===== config.mk =====
export PLATFORM = sky130hd
export DESIGN_NAME = fpu_cmp_scheduler
export DESIGN_NICKNAME = d
export VERILOG_FILES = /design/src/rtl/fpu_cmp_pkg.sv /design/src/rtl/fp_frac_compare.sv /design/src/rtl/fpu_cmp_scheduler.sv
export SDC_FILE = /design/constraint.sdc
export NUM_CORES = 1
export LEC_CHECK = 0
export BUFFER_PORTS_ARGS = -buffer_cell sky130_fd_sc_hd__buf_2
export CAP_MARGIN = 15
export CORE_ASPECT_RATIO = 0.9
export CORE_MARGIN = 1
export CORE_UTILIZATION = 40
export CTS_CLUSTER_DIAMETER = 80
export CTS_CLUSTER_SIZE = 20
export DETAILED_ROUTE_END_ITERATION = 6
export PLACE_DENSITY = 0.69
export SLEW_MARGIN = 20
export SYNTH_ARGS = -nofsm -noshare
export SYNTH_HDL_FRONTEND = slang
export SYNTH_SLANG_ARGS = --single-unit

===== constraint.sdc =====
create_clock -name CLK -period 3.1 [get_ports CLK]
set_input_delay 0.465 -clock CLK [delete_from_list [all_inputs] [get_ports CLK]]
set_output_delay 0.465 -clock CLK [all_outputs]
set_load 0.02 [all_outputs]

===== src/rtl/fpu_cmp_pkg.sv =====
// rtl/fpu_cmp_pkg.sv - types and constants shared by the FP32 compare scheduler
package fpu_cmp_pkg;

    localparam int FP_EXP_W  = 8;
    localparam int FP_FRAC_W = 23;
    localparam logic [FP_EXP_W-1:0] FP_EXP_MAX = 8'hFF;
    localparam int QNAN_BIT  = 22;

    typedef enum logic [1:0] {
        CMP_FEQ  = 2'b00,
        CMP_FLT  = 2'b01,
        CMP_FLE  = 2'b10,
        CMP_RSVD = 2'b11
    } cmp_op_t;

    typedef enum logic [1:0] {
        IDLE = 2'd0,
        EXP  = 2'd1,
        FRAC = 2'd2,
        RESP = 2'd3
    } cmp_state_t;

    typedef struct packed {
        logic                 sign;
        logic [FP_EXP_W-1:0]  exp;
        logic [FP_FRAC_W-1:0] frac;
    } fp32_t;

    function automatic logic fp_is_nan(input fp32_t x);
        return (x.exp == FP_EXP_MAX) && (x.frac != '0);
    endfunction

    function automatic logic fp_is_zero(input fp32_t x);
        return (x.exp == '0) && (x.frac == '0);
    endfunction

endpackage


===== src/rtl/fp_frac_compare.sv =====
// rtl/fp_frac_compare.sv - combinational unsigned compare of two FP32 fraction fields
module fp_frac_compare
    import fpu_cmp_pkg::*;
(
    input  logic [FP_FRAC_W-1:0] frac_a,
    input  logic [FP_FRAC_W-1:0] frac_b,
    output logic                 frac_lt,
    output logic                 frac_eq
);

    assign frac_lt = (frac_a < frac_b);
    assign frac_eq = (frac_a == frac_b);

endmodule


===== src/rtl/fpu_cmp_scheduler.sv =====
// rtl/fpu_cmp_scheduler.sv - round-robin shared FP32 compare unit (FEQ/FLT/FLE)
module fpu_cmp_scheduler
    import fpu_cmp_pkg::*;
#(
    parameter  int NREQ  = 2,
    parameter  int TAG_W = 5,
    localparam int ID_W  = $clog2(NREQ)
) (
    input  logic                  CLK,
    input  logic                  RST,
    input  logic                  flush,
    input  logic [NREQ-1:0]       req_valid,
    output logic [NREQ-1:0]       req_ready,
    input  logic [2*NREQ-1:0]     req_op,
    input  logic [32*NREQ-1:0]    req_a,
    input  logic [32*NREQ-1:0]    req_b,
    input  logic [TAG_W*NREQ-1:0] req_tag,
    output logic                  rsp_valid,
    input  logic                  rsp_ready,
    output logic [ID_W-1:0]       rsp_id,
    output logic [TAG_W-1:0]      rsp_tag,
    output logic                  rsp_result,
    output logic                  rsp_nv
);

    cmp_state_t       state_q;
    logic [ID_W-1:0]  last_grant_q;
    fp32_t            a_q, b_q;
    cmp_op_t          op_q;
    logic [TAG_W-1:0] tag_q;
    logic [ID_W-1:0]  id_q;

    logic sign_a_q, sign_b_q, exp_eq_q, exp_lt_q, zero_a_q, zero_b_q;
    logic nan_a_q, nan_b_q, snan_a_q, snan_b_q;

    logic             rsp_valid_q, rsp_result_q, rsp_nv_q;
    logic [ID_W-1:0]  rsp_id_q;
    logic [TAG_W-1:0] rsp_tag_q;

    logic [ID_W-1:0] grant, idx;
    logic            grant_found, accept;
    logic            frac_lt, frac_eq;
    logic            mag_lt, mag_eq, ord_lt, ord_eq, any_nan;
    logic            res_d, nv_d;

    // Search starts just after the last winner so every requester gets a turn.
    always_comb begin
        grant       = '0;
        grant_found = 1'b0;
        idx         = '0;
        for (int i = 1; i <= NREQ; i++) begin
            idx = ID_W'((int'(last_grant_q) + i) % NREQ);
            if (!grant_found && req_valid[idx]) begin
                grant       = idx;
                grant_found = 1'b1;
            end
        end
    end

    assign accept = (state_q == IDLE) && !flush && !RST && grant_found;

    always_comb begin
        req_ready = '0;
        if (accept) begin
            req_ready[grant] = 1'b1;
        end
    end

    fp_frac_compare u_frac_cmp (
        .frac_a  (a_q.frac),
        .frac_b  (b_q.frac),
        .frac_lt (frac_lt),
        .frac_eq (frac_eq)
    );

    // Ordering on {exp,frac}; sign then flips or overrides it, and +0 == -0.
    always_comb begin
        mag_lt  = exp_lt_q || (exp_eq_q && frac_lt);
        mag_eq  = exp_eq_q && frac_eq;
        ord_lt  = 1'b0;
        ord_eq  = 1'b0;
        any_nan = nan_a_q || nan_b_q;
        if (zero_a_q && zero_b_q) begin
            ord_eq = 1'b1;
        end else if (sign_a_q != sign_b_q) begin
            ord_lt = sign_a_q;
        end else if (sign_a_q) begin
            ord_lt = !mag_lt && !mag_eq;
            ord_eq = mag_eq;
        end else begin
            ord_lt = mag_lt;
            ord_eq = mag_eq;
        end
        res_d = 1'b0;
        nv_d  = 1'b0;
        case (op_q)
            CMP_FEQ: begin
                res_d = !any_nan && ord_eq;
                nv_d  = snan_a_q || snan_b_q;
            end
            CMP_FLT: begin
                res_d = !any_nan && ord_lt;
                nv_d  = any_nan;
            end
            CMP_FLE: begin
                res_d = !any_nan && (ord_lt || ord_eq);
                nv_d  = any_nan;
            end
            default: begin
                res_d = 1'b0;
                nv_d  = 1'b0;
            end
        endcase
    end

    always_ff @(posedge CLK or posedge RST) begin
        if (RST) begin
            state_q      <= IDLE;
            last_grant_q <= ID_W'(NREQ - 1);
            a_q          <= '0;
            b_q          <= '0;
            op_q         <= CMP_FEQ;
            tag_q        <= '0;
            id_q         <= '0;
            sign_a_q     <= 1'b0;
            sign_b_q     <= 1'b0;
            exp_eq_q     <= 1'b0;
            exp_lt_q     <= 1'b0;
            zero_a_q     <= 1'b0;
            zero_b_q     <= 1'b0;
            nan_a_q      <= 1'b0;
            nan_b_q      <= 1'b0;
            snan_a_q     <= 1'b0;
            snan_b_q     <= 1'b0;
            rsp_valid_q  <= 1'b0;
            rsp_id_q     <= '0;
            rsp_tag_q    <= '0;
            rsp_result_q <= 1'b0;
            rsp_nv_q     <= 1'b0;
        end else if (flush) begin
            state_q     <= IDLE;
            rsp_valid_q <= 1'b0;
        end else begin
            case (state_q)
                IDLE: begin
                    if (accept) begin
                        a_q          <= req_a[int'(grant)*32 +: 32];
                        b_q          <= req_b[int'(grant)*32 +: 32];
                        op_q         <= cmp_op_t'(req_op[int'(grant)*2 +: 2]);
                        tag_q        <= req_tag[int'(grant)*TAG_W +: TAG_W];
                        id_q         <= grant;
                        last_grant_q <= grant;
                        state_q      <= EXP;
                    end
                end
                EXP: begin
                    sign_a_q <= a_q.sign;
                    sign_b_q <= b_q.sign;
                    exp_eq_q <= (a_q.exp == b_q.exp);
                    exp_lt_q <= (a_q.exp < b_q.exp);
                    zero_a_q <= fp_is_zero(a_q);
                    zero_b_q <= fp_is_zero(b_q);
                    nan_a_q  <= fp_is_nan(a_q);
                    nan_b_q  <= fp_is_nan(b_q);
                    snan_a_q <= fp_is_nan(a_q) && !a_q.frac[QNAN_BIT];
                    snan_b_q <= fp_is_nan(b_q) && !b_q.frac[QNAN_BIT];
                    state_q  <= FRAC;
                end
                FRAC: begin
                    rsp_result_q <= res_d;
                    rsp_nv_q     <= nv_d;
                    rsp_id_q     <= id_q;
                    rsp_tag_q    <= tag_q;
                    rsp_valid_q  <= 1'b1;
                    state_q      <= RESP;
                end
                RESP: begin
                    if (rsp_ready) begin
                        rsp_valid_q <= 1'b0;
                        state_q     <= IDLE;
                    end
                end
                default: state_q <= IDLE;
            endcase
        end
    end

    assign rsp_valid  = rsp_valid_q;
    assign rsp_id     = rsp_id_q;
    assign rsp_tag    = rsp_tag_q;
    assign rsp_result = rsp_result_q;
    assign rsp_nv     = rsp_nv_q;

endmodule

==> out/summary.txt <==
# resized after CTS = 0
Fill cells = 1077
Post-Syn Nets = 663
crit path from = state_q[0]
Worst Tran Pin Value = 0.807 ns
CTS tree = built
Clock transition at path regs = 0.07 ns
CP Depth = 4
clock latency on the worst-skew pair = 0.34 ns
Main synth FF type = dfrtp_1
status = finished, violations left
pre-CTS WS = 0.772 ns
reg2reg start = a_q[21]
EDFF count, synth = 0
RSZ-0062 raised after global routing = false
part of the cycle the worst path needs = 81.7%
synth warn = 0
Yosys reg bits = 94
starting density of the core = 41.0%
crit path buf inv count = 2
reg2reg end = rsp_result
Final min period = 2.53 ns
largest net degree at the start of global routing = 75
Fmax = 395 MHz
Crit path arrival time = 2.07 ns
DRC errors left = 6
gr ovfl total = 0
Sink Count = 94
Max-Cap Viols = 0
Final HPWL DP = 9.83 mm
mean area per synthesized cell = 10.4 sq um
DIE WIDTH = 119 microns
P&R area growth vs syn = 26.0%
Num CTS Buffers = 9
crit-path cells = inv_1, ha_1, and4_2, buf_2
Rows = 38
Setup Viol. Count Final = 0
CTS Root Cell = clkbuf_16
vias in the first global route = 4411
hold slack = 0.254 ns
critical path capture point type = output port
final wirelength = 13.1 mm
CTS Hold Bufs = 0
reg2reg path depth = 6
I/O Pins = 159
startpoint class of the critical path = register
Die Area = 12800 sq um
slew margin rel. = 46.2%
Pins Over Slew Limit = 0
maximum VDD drop = 378 uV
CP Max Fanout = 33
DR pass1 iterations = 7
Antenna Diode Count = 0
CTS max path bufs = 2
max incr delay on CP = 0.69 ns
Final nets = 812
number of DRC markers in iteration 0 = 446
synthesized area = 4930 sq um
Worst R2R Setup Slack = 0.79 ns
Via Count = 4423
Hold WC Path Type = primary input to asynchronous set/reset pin
layout cells sized above 1 = 31.3%
total negative slack = 0 ns
Crit path required time = 2.63 ns
Layout Skew = 0.00754 ns
sequential element share of the synthesized area = 47.7%
count of antenna-violating nets left after detailed routing = 0
Final Util = 51.6%
number of setup buffers added after CTS = 0
critical path class = register to output port
RePlAce Congestion = 0.907
Global Route Usage Sum = 21.1%
wire per inst = 16.6 microns
first-pass GRT wire length = 21.4 mm
P_leak = 3.32 nW
crit path max-delay cell type = and4_2
library cells used by synthesis = 41
final hold viol count = 0
input/output buffers = 158
pwr dens = 916 nW/um^2
Post-Synthesis Cells = 475
worst setup margin = 0.567 ns
Worst Setup EP = req_ready[1]
failing checks = DRC
Crit path max-delay family = simple AND/OR/NAND/NOR gates
Die H = 107 microns
# H-tree levels = 3
ys async rst share = 100%
core footprint = 12000 sq um
vias per cell = 5.61
initial antenna violation count = 0
state kept, by name, indices dropped and copies added, names as in the netlist, 2 cells and up:
| name | count |
|---|---|
| a_q | 32 |
| state_q | 2 |
| op_q | 2 |
| tag_q | 5 |
| b_q | 32 |
| rsp_tag | 5 |
report_power, final:
group | leakage, nW | internal, W | switching (W)
Combinational | 1.99 | 0.00109 | 0.00116
Clock | 0.151 | 0.000637 | 0.000488
Sequential | 1.17 | 0.00177 | 0.000545
worst min-delay path by stage:
stage                 end     start  cells after the start
3_5_place_dp       rsp_nv    rsp_nv                      1
6_report       state_q[1]       RST                      2
3_3_place_gp     snan_b_q  snan_b_q                      2
2_1_floorplan    snan_a_q  snan_a_q                      2
4_1_cts        state_q[1]       RST                      2
5_1_grt           a_q[21]       RST                      2
final cells by class:
class                      count  area, sq um  share of cell area [%]
clock buffer                   9          225                    3.63
clock inverter                 7         78.8                    1.27
inverter                     110          415                    6.69
multi-input combinational    245         2080                    33.4
sequential                    94         2350                    37.9
tap                          160          200                    3.22
timing repair buffer         164          861                    13.9
cell families (layout without fill, tap and decap cells):
group           Yosys count  count (layout)  synth area share, %
buf+inv                 136             290                 10.4
compound gates          118             118                 20.8
flops                    94              94                 47.7
simple gates             76              76                 8.55
fa+ha+maj                40              40                 10.2
mux                       9               9                 2.03
xor+xnor                  2               2                0.355
cell usage in the layout, fill, tap and decap left out, drive strengths merged, types with 2 or more instances in the layout:
cell and instances:
a2111oi 2, nand2 19, and4 2, or4 2, ha 40, nand4 14
inv 114, o21ai 12, clkbuf 9, o21a 3, a22oi 3, nand3 4
mux2 8, o31ai 2, buf 164, nor2 10, dfrtp 93, o211ai 2
nor4 15, a21o 5, nor3 3, a211oi 3, a222oi 71, clkinv 2
nand2b 3, a21oi 11
Yosys cell counts (4+ instances only):
cell / count / area (sq um)
nand4_1: 13 / 81.3
a222oi_1: 71 / 711
nor2_1: 10 / 37.5
nand3_1: 4 / 20.0
o21ai_0: 11 / 55.1
mux2_2: 8 / 90.1
nand2_1: 19 / 71.3
a21oi_1: 11 / 55.1
dfrtp_1: 93 / 2330
ha_1: 40 / 500
nor4_1: 15 / 93.8
a21o_1: 5 / 37.5
clkbuf_1: 24 / 90.1
inv_1: 110 / 413
per-stage QoR:
step / cells / area (sq um) / total power, W
3_3_place_gp: 773 / 5910 / 0.00445
4_1_cts: 789 / 6210 / 0.00573
2_1_floorplan: 475 / 4930 / 0.00385
5_1_grt: 789 / 6210 / 0.00617
3_5_place_dp: 773 / 5910 / 0.00459
6_report: 789 / 6210 / 0.00569
layer usage:
layer | track usage, % | vias up | part of all wire [%]
met5 | 0 | - | 0
met4 | 7.14 | 0 | 1.6
met3 | 3.76 | 15 | 5.1
met2 | 35.0 | 139 | 48
li1 | - | 2097 | -
met1 | 27.8 | 2172 | 45
Power figures use the tool's default switching activity.
